File: src/rtl/trace_capture.sv
`default_nettype none
// ============================================================================
// trace_capture : cycle-tagged capture FIFO (first-word fall-through) with MISR
// Revision 1.0
// ============================================================================
module trace_capture #(
  parameter int unsigned DEPTH        = 8,
  parameter int unsigned TAG_W        = 32,
  parameter bit          STOP_ON_FULL = 1'b0
) (
  input  logic                          clk,
  input  logic                          rst,
  input  logic                          obs,
  input  logic [127:0]                  out_data,
  input  logic [63:0]                   cap,
  input  logic                          freeze,
  input  logic                          rd_ready,
  output logic                          rd_valid,
  output logic [TAG_W+191:0]            rd_data,
  output logic [$clog2(DEPTH):0]        count,
  output logic                          overflow,
  output logic [15:0]                   drops,
  output logic [127:0]                  signature,
  output logic                          frozen
);

  localparam int unsigned c_AW = $clog2(DEPTH);
  localparam int unsigned c_CW = c_AW + 1;
  localparam int unsigned c_EW = TAG_W + 192;

  typedef enum logic [0:0] {
    S_RUN    = 1'b0,
    S_FROZEN = 1'b1
  } state_t;

  state_t            r_state;
  state_t            w_state_next;

  logic [c_EW-1:0]   r_mem [DEPTH];
  logic [c_AW-1:0]   r_wr_ptr;
  logic [c_AW-1:0]   r_rd_ptr;
  logic [c_CW-1:0]   r_count;
  logic [TAG_W-1:0]  r_tag;
  logic              r_overflow;
  logic [15:0]       r_drops;
  logic [127:0]      r_sig;

  logic              w_pop;
  logic              w_full;
  logic              w_accept;
  logic              w_drop;
  logic [127:0]      w_sig_next;

  assign w_pop  = (r_count != '0) && rd_ready;
  assign w_full = (r_count == c_CW'(DEPTH));

  // A full buffer still accepts when the head is popped in the same cycle.
  always_comb begin
    w_state_next = r_state;
    w_accept     = 1'b0;
    w_drop       = 1'b0;
    case (r_state)
      S_RUN: begin
        if (obs) begin
          if (!w_full || w_pop) begin
            w_accept = 1'b1;
          end else begin
            w_drop = 1'b1;
          end
        end
        if (freeze || (w_drop && STOP_ON_FULL)) begin
          w_state_next = S_FROZEN;
        end
      end
      S_FROZEN: begin
        w_state_next = S_FROZEN;
      end
      default: begin
        w_state_next = S_RUN;
      end
    endcase
  end

  assign w_sig_next = {r_sig[126:0], 1'b0} ^ (r_sig[127] ? 128'h87 : 128'h0) ^ out_data;

  always_ff @(posedge clk) begin
    if (rst) begin
      r_state    <= S_RUN;
      r_wr_ptr   <= '0;
      r_rd_ptr   <= '0;
      r_count    <= '0;
      r_tag      <= '0;
      r_overflow <= 1'b0;
      r_drops    <= '0;
      r_sig      <= '0;
    end else begin
      r_state <= w_state_next;
      r_tag   <= r_tag + TAG_W'(1);
      if (w_accept) begin
        r_wr_ptr <= r_wr_ptr + c_AW'(1);
        r_sig    <= w_sig_next;
      end
      if (w_pop) begin
        r_rd_ptr <= r_rd_ptr + c_AW'(1);
      end
      case ({w_accept, w_pop})
        2'b10:   r_count <= r_count + c_CW'(1);
        2'b01:   r_count <= r_count - c_CW'(1);
        default: r_count <= r_count;
      endcase
      if (w_drop) begin
        r_overflow <= 1'b1;
        if (r_drops != 16'hFFFF) begin
          r_drops <= r_drops + 16'd1;
        end
      end
    end
  end

  // Storage carries no reset; occupancy alone decides which entries are live.
  always_ff @(posedge clk) begin
    if (!rst && w_accept) begin
      r_mem[r_wr_ptr] <= {r_tag, out_data, cap};
    end
  end

  assign rd_valid  = (r_count != '0);
  assign rd_data   = r_mem[r_rd_ptr];
  assign count     = r_count;
  assign overflow  = r_overflow;
  assign drops     = r_drops;
  assign signature = r_sig;
  assign frozen    = (r_state == S_FROZEN);

endmodule
`default_nettype wire

File: config.mk
export PLATFORM = sky130hd
export DESIGN_NAME = trace_capture
export DESIGN_NICKNAME = d
export VERILOG_FILES = /design/src/rtl/trace_capture.sv
export SDC_FILE = /design/constraint.sdc
export NUM_CORES = 2
export LEC_CHECK = 0
export BUFFER_PORTS_ARGS = -buffer_cell sky130_fd_sc_hd__buf_2
export CORE_AREA = 2 2 377 379
export DETAILED_ROUTE_END_ITERATION = 8
export DIE_AREA = 0 0 379 381
export PLACE_DENSITY = 0.75
export SYNTH_ARGS = -nofsm -noshare
export SYNTH_HDL_FRONTEND = slang
export SYNTH_SLANG_ARGS = --single-unit
File: constraint.sdc
create_clock -name clk -period 27.8 [get_ports clk]
set_input_delay 2.78 -clock clk [delete_from_list [all_inputs] [get_ports clk]]
set_output_delay 2.78 -clock clk [all_outputs]
set_load 0.01 [all_outputs]
After elaboration in Yosys (flattened, before gate mapping). Memories as Yosys holds them, arrays and structs flattened. A register that Yosys moved wholly into a read port is not among the register bits. Cells that the tools add are included.

Bits in registers: 188. Output and inout bits: 375. Memories kept: 1. Bits in writable memories: 1792.

Memory list: r_mem (words 8, bits a word 224, rd ports 1, clocked after memory_dff 1, write ports 1, line 39) `logic [c_EW-1:0] r_mem [DEPTH];`.

$add $sub $neg: 6. Reduce and logical (&&, ||, !) cells: 8. Eq/ne operators: 4. Bitwise gates (word level): 3. Muxes and demuxes: 14.

Operators with widths (count): $xor A128 B128 Y128 (1); $xor A128 B8 Y128 (1); $add A32 B1 Y32 const B (1); $add A16 B1 Y16 const B (1); $ne A16 B16 Y1 const B (1); $mux W1 (9); $mux W8 (1); $pmux W4 S2 (1); $add A3 B1 Y3 const B (2); $mux W3 (2); $add A4 B1 Y4 const B (1); $eq A4 B4 Y1 const B (1); $reduce_bool A4 Y1 (1); $sub A4 B1 Y4 const B (1); $eq A2 B1 Y1 const B (1); $eq A2 B2 Y1 const B (1); $logic_and A1 B1 Y1 (2); $logic_not A1 Y1 (2); $pmux W1 S2 (1); $reduce_and A2 Y1 (1); $reduce_bool A2 Y1 (1); $logic_or A1 B1 Y1 (1); $not A1 Y1 (1).

Depth between registers and ports, before layout.
Word-level depth: 9. Gate-level depth with buffers: 11. Depth with buffers taken out: 10.

Least setup slack after synthesis. OpenSTA, ideal clock, no wires.

Path type: input-to-reg. Start point: input rd_ready. End point: memory r_mem[0][0] (netlist name) (enable). Slack: -0.014 ns. Data arrival time: 26.381 ns. Stages on the path: 5. Cell sequence: inv_1 a311oi_2 clkbuf_1 inv_2 nor4b_1.

Cells in the longest elaborated chain, start to end: 8.

Ends and longest elaborated chain: from (decl) (line 17) `input logic rd_ready,`; $logic_and A1 B1 Y1 (line 54) `assign w_pop = (r_count != '0) && rd_ready;`; $logic_or A1 B1 Y1 (line 65) `if (!w_full || w_pop) begin`; $mux W1 (line 65); $mux W1 (line 64) `if (obs) begin`; $mux W1 (line 62) `case (r_state)`; $logic_and A1 B1 Y1 (line 122) `if (!rst && w_accept) begin`; $mux W1 (line 122); $mux W1 (not written as such) (line 123) `r_mem[r_wr_ptr] <= {r_tag, out_data, cap};`; to (decl) (line 39).

No other way between the ends.

==> run metrics <==
via count of the first global-routing pass=approximately 37000; Worst Setup Path Type=reg -> out; cell with the biggest individual delay on the critical path=sky130_fd_sc_hd__dfxtp_4; largest area contributor in the netlist=sky130_fd_sc_hd__edfxtp_1; drt total wl=161.4 mm; Post-Synthesis Cell Area=around 0.075 mm^2; critical-path cell list=buf_4 -> buf_4 -> buf_4 -> buf_4 -> buf_4 -> mux4_2 -> mux2_2 -> buf_2; setup repair after global routing missed its margin=no; main combinational cell family by area after synthesis=multiplexers; share of synthesized registers carrying an async set or reset=0; most common cell after layout, fill and taps aside=sky130_fd_sc_hd__edfxtp_1; MaxCap Viol Count=0; number of DRC markers in iteration 0=roughly 3500; Boundary Pins=about 570; total number of vias=between 30000 and 40000; share of synthesized area occupied by flip-flops and latches=0.7667; final worst hold slack=a little over 0.5 ns; maximum single-stage delay on the critical path=0.95 ns; area share of xor/xnor cells in the synthesized design=0.02016; synthesized area per cell=roughly 22 um^2; IR drop worst, VDD=between 0.08 and 0.09 mV; Post-synth EDFFs=between 1500 and 2000; worst endpoint data arrival time=6.86 ns; required time of the worst setup path=between 20 and 30 ns; total core area=~0.14 mm^2; most frequent CP cell=sky130_fd_sc_hd__buf_4; DRC Markers=0; cell count after synthesis=roughly 3500; leakage dissipation=roughly 0.028 uW; Post-Synth Simple-Gate Area=0.01748; worst clock skew on the final layout=about 0.045 ns; Total Nets Final=approximately 4300; Via-to-Cell Ratio=around 5.9; Post-CTS Setup Repair Bufs=0; adder-cell share of the synthesized area=0.001165; maximum fanout along the worst path=48; slew at the pin closest to its max-slew limit=1.184 ns; worst path bufs/invs=6; Tot GR Track Use=0.2238; area delta synth->final=15.27%; Tmin final=between 9 and 10 ns; timing-limited maximum frequency=slightly above 0.1 GHz; filler cell count in the final layout=around 9600; CTS Hold Buffers Added=0; count of distinct cell types in the synthesized netlist=46; CTS root buf=sky130_fd_sc_hd__clkbuf_16; number of I/O port buffers=~570; share of cell area taken by muxes after synthesis=0.1686; complex-gate fraction of the synthesized area=0.01555; vertical die dimension=about 380 um; worst hold-check path type=reg -> reg; floorplan row count=roughly 140; startpoint type of the worst setup path=flop; half-perimeter wire length after detailed placement=87.13 mm; post-DR wirelength/cell=26.11 um; count of endpoints failing setup in the final report=0; clock net sink count=between 1500 and 2000; top cells by area, synth=sky130_fd_sc_hd__edfxtp_1 (72%), sky130_fd_sc_hd__mux4_2 (13%), sky130_fd_sc_hd__dfxtp_1 (5.1%); # resized after CTS=0; Rel. slew slack=0.2104; kind of end point of the critical path=output port; clock network latency to the later pin of the worst-skew pair=between 0.8 and 0.9 ns; synthesized netlist net count=3686; routability cong.=0.7625; result of the run=finished, final reports clean; area enclosed by the die boundary=about 0.14 mm^2; TritonCTS clock tree=done; most frequently used flop master after synthesis=sky130_fd_sc_hd__edfxtp_1; post-route clock period utilization=0.3469; clock-pin slew of the registers on the worst-case setup and hold paths=around 0.060 ns; number of buffers on the longest clock path=3; post-route antenna net violation count=0; largest net degree at the start of global routing=~150; drt first pass iters=5; total power per unit cell area=about 81 mW/mm^2; summed negative setup slack over all endpoints=0 ns; Initial Util=0.5349; remaining global-route overflow=0; cell family with the largest share of critical-path delay=buffers and inverters; number of antenna violations at the first check in global routing=19; fraction of final layout cells sized beyond drive strength 1=0.3753; CTS H-tree depth=4; wire length of the first global-routing pass=between 200 and 250 mm; leading cell types in the layout, fill and taps excluded=sky130_fd_sc_hd__edfxtp_1 (1792), sky130_fd_sc_hd__buf_2 (570), sky130_fd_sc_hd__mux4_2 (448); hold violation total from the final report=0; share of the synthesized area in the top cell type=0.7158; register bit total from synthesis=just under 2000; Final Max Tran Viols=0; Die Width=roughly 380 um; CTS Buf Count=191; Yosys Warn Count=0
-- report_power, final --
part           internal [uW]  switching, uW  leakage [uW]
Clock                   1490           1100       0.00312
Combinational            528            518       0.00687
Sequential              3310           58.9        0.0178
-- routing by layer --
metal  GRT usage  wire, um
met1      0.3089     65840
met3     0.05946     13730
met5           0       159
met4     0.07069      4411
met2      0.3510     77250
-- worst min-delay path, delay by kind of cell, from the launching register on --
family	cells	cell delay, ns
compound gates	1	0.05
flops	1	0.34
simple gates	1	0.07
-- synthesized netlist by cell type, types with 2 or more instances --
cell,instances
sky130_fd_sc_hd__nand2_1,30
sky130_fd_sc_hd__nand4_1,12
sky130_fd_sc_hd__nand3b_1,2
sky130_fd_sc_hd__buf_1,20
sky130_fd_sc_hd__nor2_1,186
sky130_fd_sc_hd__buf_2,54
sky130_fd_sc_hd__mux2i_1,4
sky130_fd_sc_hd__mux2_2,226
sky130_fd_sc_hd__ha_1,7
sky130_fd_sc_hd__or3_1,2
sky130_fd_sc_hd__a21oi_1,16
sky130_fd_sc_hd__dfxtp_1,191
sky130_fd_sc_hd__xor2_1,20
sky130_fd_sc_hd__nor2b_1,5
sky130_fd_sc_hd__and4_1,5
sky130_fd_sc_hd__xnor2_1,153
sky130_fd_sc_hd__nor3_2,2
sky130_fd_sc_hd__inv_1,8
sky130_fd_sc_hd__nor3_1,7
sky130_fd_sc_hd__edfxtp_1,1792
sky130_fd_sc_hd__and3_1,3
sky130_fd_sc_hd__nand3_1,16
sky130_fd_sc_hd__nor4b_1,3
sky130_fd_sc_hd__a2111oi_0,2
sky130_fd_sc_hd__mux4_2,448
sky130_fd_sc_hd__a211oi_1,130
sky130_fd_sc_hd__or3_2,4
sky130_fd_sc_hd__clkbuf_1,104
sky130_fd_sc_hd__o21ai_0,8
sky130_fd_sc_hd__nor4_1,6
-- state kept, by name, indices dropped and copies added, names as in the netlist, named ones only --
register and count:
r_tag 32, drops 16, count 4, r_wr_ptr 3, frozen 1, overflow 1, r_rd_ptr 3, signature 128
r_mem 1792
-- cells by family (layout without fill, tap and decap cells) --
| group | Yosys count | in the layout |
|---|---|---|
| multiplexers | 678 | 678 |
| buffers and inverters | 188 | 991 |
| flip-flops | 1983 | 1983 |
| adder cells (fa/ha/maj) | 7 | 7 |
| AO/OA/AOI/OAI | 162 | 162 |
| AND/OR/NAND/NOR | 291 | 291 |
| XOR/XNOR | 173 | 173 |
| other | 0 | 6 |
-- path summary, 6_finish.rpt --
check / cells past startpoint / start / slack (ns) / to
max: 8 / flop / 18.16 / rd_data[121]
min: 2 / signature[2] / 0.51 / signature[2]
max reg2reg: 7 / count[1] / 22.57 / r_mem[7][115]
min reg2reg: 2 / signature[2] / 0.51 / signature[2]
-- through the flow --
stage,instances,area [um^2],setup WS (ns),util,total power (uW)
final,6181,86660,18.16,0.6166,7001
after global routing,6175,86640,17.33,0.6164,7254
after CTS,6175,86640,17.72,0.6164,7075
after detailed placement,5813,80230,18.62,0.5709,4489
after global placement,5813,80230,18.69,0.5709,4470
after floorplan,3482,75180,1.790,-,4159
-- layout make-up --
type / count / area, um^2 / share of cell area
Timing Repair Buffer: 620 / 3359 / 0.03877
Multi-Input combinational cell: 1311 / 16830 / 0.1942
Clock buffer: 266 / 5378 / 0.06206
Clock inverter: 96 / 1030 / 0.01188
Inverter: 9 / 33.78 / 0.0003898
Tap cell: 1890 / 2365 / 0.02729
Sequential cell: 1983 / 57650 / 0.6652
Antenna cell: 6 / 15.01 / 0.0001733
No activity file was read; power rests on OpenSTA's default activity.
